## src/rtl/led_pwm_modulator.sv

```systemverilog
// Multi-channel LED PWM modulator: prescaled counter, double-buffered duty/mode, fixed/breathe/blink/off modes; `define PWM_PHASE_STAGGER_EN to stagger channel phases.
// o_leds registered one clock after pwm_cnt; no backpressure, shadow updates are applied only at PWM period boundaries.
module led_pwm_modulator #(
  parameter int N_CH          = 4,
  parameter int PWM_W         = 8,
  parameter int PRESCALE      = 100,
  parameter int BREATH_STEP   = 1,
  parameter int BLINK_PERIODS = 64
) (
  input  logic                    clock,
  input  logic                    i_reset,
  input  logic [N_CH-1:0]         i_enable,
  input  logic [N_CH*PWM_W-1:0]   i_duty,
  input  logic                    i_load,
  input  logic [1:0]              i_mode,
  output logic [N_CH-1:0]         o_leds,
  output logic                    o_period_end
);

  localparam int PRESC_W = (PRESCALE > 1) ? $clog2(PRESCALE) : 1;
  localparam int BLINK_W = (BLINK_PERIODS > 1) ? $clog2(BLINK_PERIODS) : 1;
  localparam int MAX_LVL = (2 ** PWM_W) - 1;
  localparam logic [PWM_W-1:0]   DUTY_MAX   = '1;
  localparam logic [PWM_W-1:0]   STEP       = PWM_W'(BREATH_STEP);
  localparam logic [PRESC_W-1:0] PRESC_LAST = PRESC_W'(PRESCALE - 1);
  localparam logic [BLINK_W-1:0] BLINK_LAST = BLINK_W'(BLINK_PERIODS - 1);

  typedef enum logic [1:0] {
    M_FIXED   = 2'b00,
    M_BREATHE = 2'b01,
    M_BLINK   = 2'b10,
    M_OFF     = 2'b11
  } mode_t;

  typedef enum logic {
    B_UP   = 1'b0,
    B_DOWN = 1'b1
  } breath_t;

  logic [PRESC_W-1:0]               presc_cnt;
  logic [PWM_W-1:0]                 pwm_cnt;
  logic                             tick;
  logic                             wrap;

  logic [N_CH-1:0][PWM_W-1:0]       shadow_duty;
  logic [N_CH-1:0][PWM_W-1:0]       act_duty;
  mode_t                            shadow_mode;
  mode_t                            act_mode;

  logic [PWM_W-1:0]                 breath_lvl;
  breath_t                          breath_st;
  logic [BLINK_W-1:0]               blink_cnt;
  logic                             blink_phase;

  logic [N_CH-1:0][PWM_W-1:0]       eff_duty;
  logic [N_CH-1:0][PWM_W-1:0]       cmp_cnt;
  logic [N_CH-1:0]                  led_nxt;

  assign tick = (presc_cnt == PRESC_LAST);
  assign wrap = tick && (pwm_cnt == DUTY_MAX);

  always_ff @(posedge clock or negedge i_reset) begin
    if (!i_reset) begin
      presc_cnt <= '0;
      pwm_cnt   <= '0;
    end else begin
      presc_cnt <= tick ? '0 : presc_cnt + 1'b1;
      if (tick) begin
        pwm_cnt <= pwm_cnt + 1'b1;
      end
    end
  end

  // A load on the boundary clock lands in shadow after active has already sampled it.
  always_ff @(posedge clock or negedge i_reset) begin
    if (!i_reset) begin
      shadow_duty <= '0;
      shadow_mode <= M_FIXED;
      act_duty    <= '0;
      act_mode    <= M_FIXED;
    end else begin
      if (i_load) begin
        shadow_duty <= i_duty;
        shadow_mode <= mode_t'(i_mode);
      end
      if (wrap) begin
        act_duty <= shadow_duty;
        act_mode <= shadow_mode;
      end
    end
  end

  // Breath level steps on the mode that was active during the period just ending.
  always_ff @(posedge clock or negedge i_reset) begin
    if (!i_reset) begin
      breath_lvl <= '0;
      breath_st  <= B_UP;
    end else if (wrap) begin
      if (act_mode != M_BREATHE) begin
        breath_lvl <= '0;
        breath_st  <= B_UP;
      end else begin
        case (breath_st)
          B_UP: begin
            if (int'(breath_lvl) + BREATH_STEP >= MAX_LVL) begin
              breath_lvl <= DUTY_MAX;
              breath_st  <= B_DOWN;
            end else begin
              breath_lvl <= breath_lvl + STEP;
            end
          end
          B_DOWN: begin
            if (int'(breath_lvl) <= BREATH_STEP) begin
              breath_lvl <= '0;
              breath_st  <= B_UP;
            end else begin
              breath_lvl <= breath_lvl - STEP;
            end
          end
          default: begin
            breath_lvl <= '0;
            breath_st  <= B_UP;
          end
        endcase
      end
    end
  end

  // Phase parks at 1 outside blink so the first half-cycle after entry is lit.
  always_ff @(posedge clock or negedge i_reset) begin
    if (!i_reset) begin
      blink_cnt   <= '0;
      blink_phase <= 1'b0;
    end else if (wrap) begin
      if (act_mode != M_BLINK) begin
        blink_cnt   <= '0;
        blink_phase <= 1'b1;
      end else if (blink_cnt == BLINK_LAST) begin
        blink_cnt   <= '0;
        blink_phase <= ~blink_phase;
      end else begin
        blink_cnt   <= blink_cnt + 1'b1;
      end
    end
  end

  always_comb begin
    eff_duty = '0;
    cmp_cnt  = '0;
    led_nxt  = '0;
    for (int k = 0; k < N_CH; k++) begin
      case (act_mode)
        M_FIXED:   eff_duty[k] = act_duty[k];
        M_BREATHE: eff_duty[k] = (act_duty[k] < breath_lvl) ? act_duty[k] : breath_lvl;
        M_BLINK:   eff_duty[k] = (blink_phase && (act_duty[k] != '0)) ? DUTY_MAX : '0;
        default:   eff_duty[k] = '0;
      endcase
`ifdef PWM_PHASE_STAGGER_EN
      cmp_cnt[k] = pwm_cnt + PWM_W'((k * ((2 ** PWM_W) / N_CH)) % (2 ** PWM_W));
`else
      cmp_cnt[k] = pwm_cnt;
`endif
      led_nxt[k] = i_enable[k] & (eff_duty[k] > cmp_cnt[k]);
    end
  end

  always_ff @(posedge clock or negedge i_reset) begin
    if (!i_reset) begin
      o_leds       <= '0;
      o_period_end <= 1'b0;
    end else begin
      o_leds       <= led_nxt;
      o_period_end <= wrap;
    end
  end

endmodule

```

## config.mk

```make
export PLATFORM = sky130hd
export DESIGN_NAME = led_pwm_modulator
export DESIGN_NICKNAME = d
export VERILOG_FILES = /design/src/rtl/led_pwm_modulator.sv
export SDC_FILE = /design/constraint.sdc
export NUM_CORES = 1
export LEC_CHECK = 0
export CAP_MARGIN = 15
export CORE_MARGIN = 2
export CORE_UTILIZATION = 40
export CTS_BUF_LIST = sky130_fd_sc_hd__clkbuf_8 sky130_fd_sc_hd__clkbuf_16
export CTS_CLUSTER_DIAMETER = 200
export CTS_CLUSTER_SIZE = 30
export DETAILED_ROUTE_END_ITERATION = 16
export HOLD_SLACK_MARGIN = 0.1
export PLACE_DENSITY = 0.63
export RECOVER_POWER = 100
export REMOVE_ABC_BUFFERS = 1
export SETUP_SLACK_MARGIN = 0.05
export SLEW_MARGIN = 20
export SYNTH_ARGS = -nofsm -noshare
export SYNTH_HDL_FRONTEND = slang
export SYNTH_SLANG_ARGS = --single-unit
```

## constraint.sdc

```tcl
create_clock -name clock -period 3.9 [get_ports clock]
set_input_delay 0.585 -clock clock [delete_from_list [all_inputs] [get_ports clock]]
set_output_delay 0.585 -clock clock [all_outputs]
set_load 0.02 [all_outputs]
```

After elaboration in Yosys (flattened, before gate mapping)

Cells that the tools add are included.

Reduce and logical (&&, ||, !) cells: 12
Add/sub/neg operators: 6
Bitwise logic cells: 6
Mux-type cells: 25
Equal/unequal tests: 7
$lt $le $gt $ge: 10

Operator list:

| kind                                                           | count |
|---|---|
| one-hot mux 8 bit (3 select lines)                             | 4 |
| two-way mux 8 bit                                              | 11 |
| greater-than comparator 8 bit                                  | 4 |
| less-than comparator 8 bit                                     | 4 |
| nonzero test 8 bit                                             | 4 |
| adder 8 x 1 -> 8 bit, second input constant                    | 2 |
| one-hot mux 8 bit (2 select lines)                             | 1 |
| two-way mux 6 bit                                              | 2 |
| adder 8 x 1 -> 9 bit, second input constant                    | 1 |
| >= comparator 9 x 8 -> 1 bit, second input constant            | 1 |
| == test 8 bit, second input constant                           | 1 |
| less-or-equal comparator 8 x 1 -> 1 bit, second input constant | 1 |
| subtractor 8 x 1 -> 8 bit, second input constant               | 1 |
| adder 7 x 1 -> 7 bit, second input constant                    | 1 |
| == test 7 bit, second input constant                           | 1 |
| two-way mux 7 bit                                              | 1 |
| adder 6 x 1 -> 6 bit, second input constant                    | 1 |
| == test 6 bit, second input constant                           | 1 |
| logical AND 1 bit                                              | 5 |
| two-way mux 1 bit                                              | 5 |
| AND 1 bit                                                      | 4 |
| == test 2 x 1 -> 1 bit, second input constant                  | 1 |
| == test 2 bit, second input constant                           | 1 |
| zero test 2 bit                                                | 1 |
| 6 further kinds                                                | 7 |

Register bits after elaboration: 104
Output and inout port bits: 5
Logic and storage cells: 84
Bits of input ports: 41

Logic depth before layout (Yosys ltp)

Depth after elaboration: 6
Depth in mapped cells: 16
Mapped depth without buffers: 14

Least setup slack after synthesis

Ideal clock, no wire load.

Kind: register -> register
Start point: register breath_lvl[2]
End point: register o_leds[0]
Arrival: 2.898 ns
Clock period less this slack: 3.019 ns
Setup slack: 0.881 ns
Buffers on the path: 2
Stages on the path, launching flop included: 15
Data required time: 3.780 ns
Library setup time: 0.120 ns
Path through: dfrtp_1 > buf_1 > inv_1 > ha_1 > a211o_1 > a22oi_1 > buf_2 > mux2i_1 > o21ai_0 > ha_1 > a21o_1 > a21o_1 > a21oi_1 > o21ai_0 > o211a_1

Cells in the longest elaborated chain, start to end: 5

Ends and longest elaborated chain:

| what                                 | line | RTL |
|---|---|---|
| from (decl)                          | 50   | `logic [PWM_W-1:0] breath_lvl;` |
| from (signal assigned)               | 109  | `breath_lvl <= breath_lvl + STEP;` |
| from (signal assigned)               | 117  | `breath_lvl <= breath_lvl - STEP;` |
| less-than comparator 8 bit           | 154  | `M_BREATHE: eff_duty[k] = (act_duty[k] < breath_lvl) ? act_duty[k] : breath_lvl;` |
| two-way mux 8 bit *                  | 154  |  |
| one-hot mux 8 bit (3 select lines) * | 152  | `case (act_mode)` |
| greater-than comparator 8 bit *      | 163  | `led_nxt[k] = i_enable[k] & (eff_duty[k] > cmp_cnt[k]);` |
| AND 1 bit *                          | 163  |  |
| via led_nxt[0]                       | 57   | `logic [N_CH-1:0] led_nxt;` |
| to (signal assigned)                 | 172  | `o_leds <= led_nxt;` |
| to (decl)                            | 16   | `output logic [N_CH-1:0] o_leds,` |

The timed path passes the listed nets; every way through them passes the cells marked *.
A chain may end at the register's enable or synchronous reset.

Worst setup path after layout

Start point: register breath_lvl[5]
End point: register o_leds[1]

The elaborated chain is that of the path after synthesis.

==> metrics <==
outcome=complete, but fails checks; failing checks=capacitance limit, slew limit; Static Leakage=3.53 nW; starting density of the core=0.406; crit path to=o_leds[1]$_DFF_PN0_; cts hold-fix bufs=0; clock latency on the worst-skew pair=360 ps; crit path time final=between 3000 and 4000 ps; overall routing resource usage=0.197; initial antenna violation count=0; synthesized cell area=6410 µm²; Worst Hold Class=reg -> reg; #FFs+latches synth=104; CTS tree=yes; port buffer count=45; Worst-path clk slew=70 ps; Fmax achieved=294 MHz; Worst Setup SP=breath_lvl[5]$_DFFE_PN0P_; Layout Nets=748; Worst R2R End=o_leds[1]$_DFF_PN0_; Final Hold Violating Endpoints=0; Longest Clk Path Bufs=2; I/O pins=between 40 and 50; Worst R2R Path Depth=15; data arrival time of the critical path=3660 ps; DRC=0; worst r2r src=breath_lvl[5]$_DFFE_PN0P_; routed len/inst=18.2 µm; Ys Warns=0; Post-DP HPWL=roughly 11,000 µm; sequential area share after synthesis=0.406; die width=131 µm; unrepaired setup endpoints after global routing=no; synthesized area per cell=10.8 µm²; Placer Congestion=around 0.86; Rel. slew slack=-0.699; final WL=15,700 µm; filler instances=1,488; DIE HEIGHT=between 100 and 150 µm; post_cts resized=0; setup TNS=0 ps; Worst R2R Setup Slack=500 ps; CP Data Required Time=4150 ps; CP Max Fanout=8; Hold Slack=497 ps; CP Class=reg -> reg; ANT nets after route=0; max-slew violations=140; number of global-route vias before repair=about 4,900; largest net degree at the start of global routing=between 100 and 150; Avg Vias per Cell=5.64; post-CTS setup buffers=0; CORE AREA=15,800 µm²; max-cap violation count=2; Syn Inst Count=594; worst vdd ir=0.253 mV; root buf cell=clkbuf_16; first-pass GRT wire length=25,500 µm; drt pass-1 iters=5; Layout Skew=about 8.0 ps; critical path launch point type=register; Die ar.=17,000 µm²; final worst-path cycle share=0.873; pwr/cell area=between 200 and 300 nW/µm²; share of cells above drive strength 1=0.157; # rows=46; htree depth=3; Least-Margin Pin Slew=2550 ps; initial DRC count=roughly 270; GRT Residual Overflow=0; vias=4,857; CTS Buf Count=9; setup violators final=0; Area Overhead vs Synth=15.2%; library cells used by synthesis=slightly below 50; TritonCTS Sinks=104; CP Capture Type=register; n_diodes=0
[critical path, stage by stage (launching register included)]
cell	delay, ps
dfrtp_1	390
inv_1	310
ha_1	330
a21oi_1	140
o21ai_0	100
a22oi_1	180
clkbuf_1	460
mux2i_1	270
o21ai_0	110
ha_1	310
nor2b_1	140
o21ai_0	160
nand2b_1	80
a21oi_1	130
o21ai_0	80
o211a_1	120
[how the worst min path moves through the flow]
stage | from | end | slack, ps | depth (start not counted)
6_report | blink_phase$_DFFE_PN0P_ | blink_phase$_DFFE_PN0P_ | 500 | 1
3_5_place_dp | blink_phase$_DFFE_PN0P_ | blink_phase$_DFFE_PN0P_ | 480 | 1
4_1_cts | i_reset | shadow_duty[23]$_DFFE_PN0P_ | 310 | 2
2_1_floorplan | i_reset | act_duty[0]$_DFFE_PN0P_ | 290 | 0
3_3_place_gp | presc_cnt[0]$_DFF_PN0_ | presc_cnt[0]$_DFF_PN0_ | 470 | 1
5_1_grt | blink_phase$_DFFE_PN0P_ | blink_phase$_DFFE_PN0P_ | 500 | 1
[where the power goes]
group	leakage [nW]	switching (mW)	internal, mW
clock	0.153	0.420	0.532
sequential	1.36	0.0179	1.11
combinational	2.02	0.0406	0.0669
total	3.53	0.479	1.71
[through the flow]
stage | cells | instance area, µm² | total power, mW | worst slack (ps) | util
global route | 861 | 7380 | 2.27 | 257 | 0.468
global placement | 845 | 7160 | 1.26 | 789 | 0.454
detailed placement | 845 | 7160 | 1.27 | 714 | 0.454
finish | 861 | 7380 | 2.19 | 496 | 0.468
floorplan | 565 | 6280 | 1.18 | 525 | -
CTS | 861 | 7470 | 2.22 | 707 | 0.474
[cell usage in the layout (no fill, tap or decap), types with 14 or more instances in the layout]
| cell | netlist | layout |
|---|---|---|
| a21o_1 | 19 | 19 |
| a21oi_1 | 23 | 23 |
| mux2_2 | 68 | 68 |
| nand2_1 | 29 | 29 |
| mux2i_1 | 33 | 33 |
| o21ai_0 | 53 | 53 |
| nand3_1 | 18 | 18 |
| ha_1 | 67 | 67 |
| dfrtp_1 | 104 | 104 |
| nor3_1 | 13 | 14 |
| xnor2_1 | 16 | 16 |
| inv_1 | 15 | 17 |
| clkdlybuf4s50_1 | 0 | 38 |
[synthesized netlist by cell type (all sizes together)]
cell type,count,area share
a21o,19,0.022
o21bai,2,0.0023
nor2b,9,0.0088
a31o,2,0.0027
o211a,4,0.0062
a2111oi,1,0.0023
or2,4,0.0039
a31oi,4,0.0039
a41oi,1,0.0014
ha,67,0.13
xor2,1,0.0014
mux2i,33,0.052
mux2,69,0.12
nor2,12,0.0070
nand2b,10,0.0098
inv,16,0.0094
o31ai,1,0.0012
o21a,6,0.0070
a21oi,23,0.018
nand2,29,0.017
o21ai,53,0.041
dfrtp,104,0.41
nor4,12,0.013
buf,16,0.013
o22ai,2,0.0020
nor3,14,0.013
o2111a,1,0.0018
o221ai,1,0.0014
xnor2,16,0.022
nand4,11,0.011
clkinv,1,0.00059
a22oi,4,0.0047
o41ai,3,0.0053
nand3,19,0.016
a32o,2,0.0031
clkbuf,13,0.0076
a22o,1,0.0014
and4b,1,0.0016
or3,3,0.0029
a211o,4,0.0055
[logic make-up (layout without fill, tap and decap cells)]
group / after synthesis / in the layout / share of synthesized area
adders and majority gates: 67 / 67 / 0.131
and+or+nand+nor: 124 / 124 / 0.103
AOI/OAI and AO/OA: 134 / 134 / 0.134
DFF: 104 / 104 / 0.406
muxes: 102 / 102 / 0.173
buffers and inverters: 46 / 97 / 0.0306
xor gates and xnor gates: 17 / 17 / 0.0232
[metal layers]
metal	part of all wire	vias up	track usage
met5	0	-	0
met4	0.028	0	0.0895
met2	0.48	120	0.324
li1	-	2288	-
met3	0.055	31	0.0423
met1	0.44	2418	0.250
[sequential cells by signal (all words and copies together) (netlist names), 2 cells and up]
name and flops:
act_duty 32, act_mode 2, blink_cnt 6, breath_lvl 8
o_leds 4, presc_cnt 7, pwm_cnt 8, shadow_duty 32
shadow_mode 2
[cell type report]
cell class              count  area (µm²)  area share
flip-flops and latches    104        2600       0.352
multi-input cells         444        3590       0.486
inverters                  17        63.8     0.00864
clock inverters             5        55.1     0.00746
well taps                 216         270      0.0366
repair buffers             64         554      0.0751
clock buffers              11         253      0.0342
(Power assumes the default switching activity.)
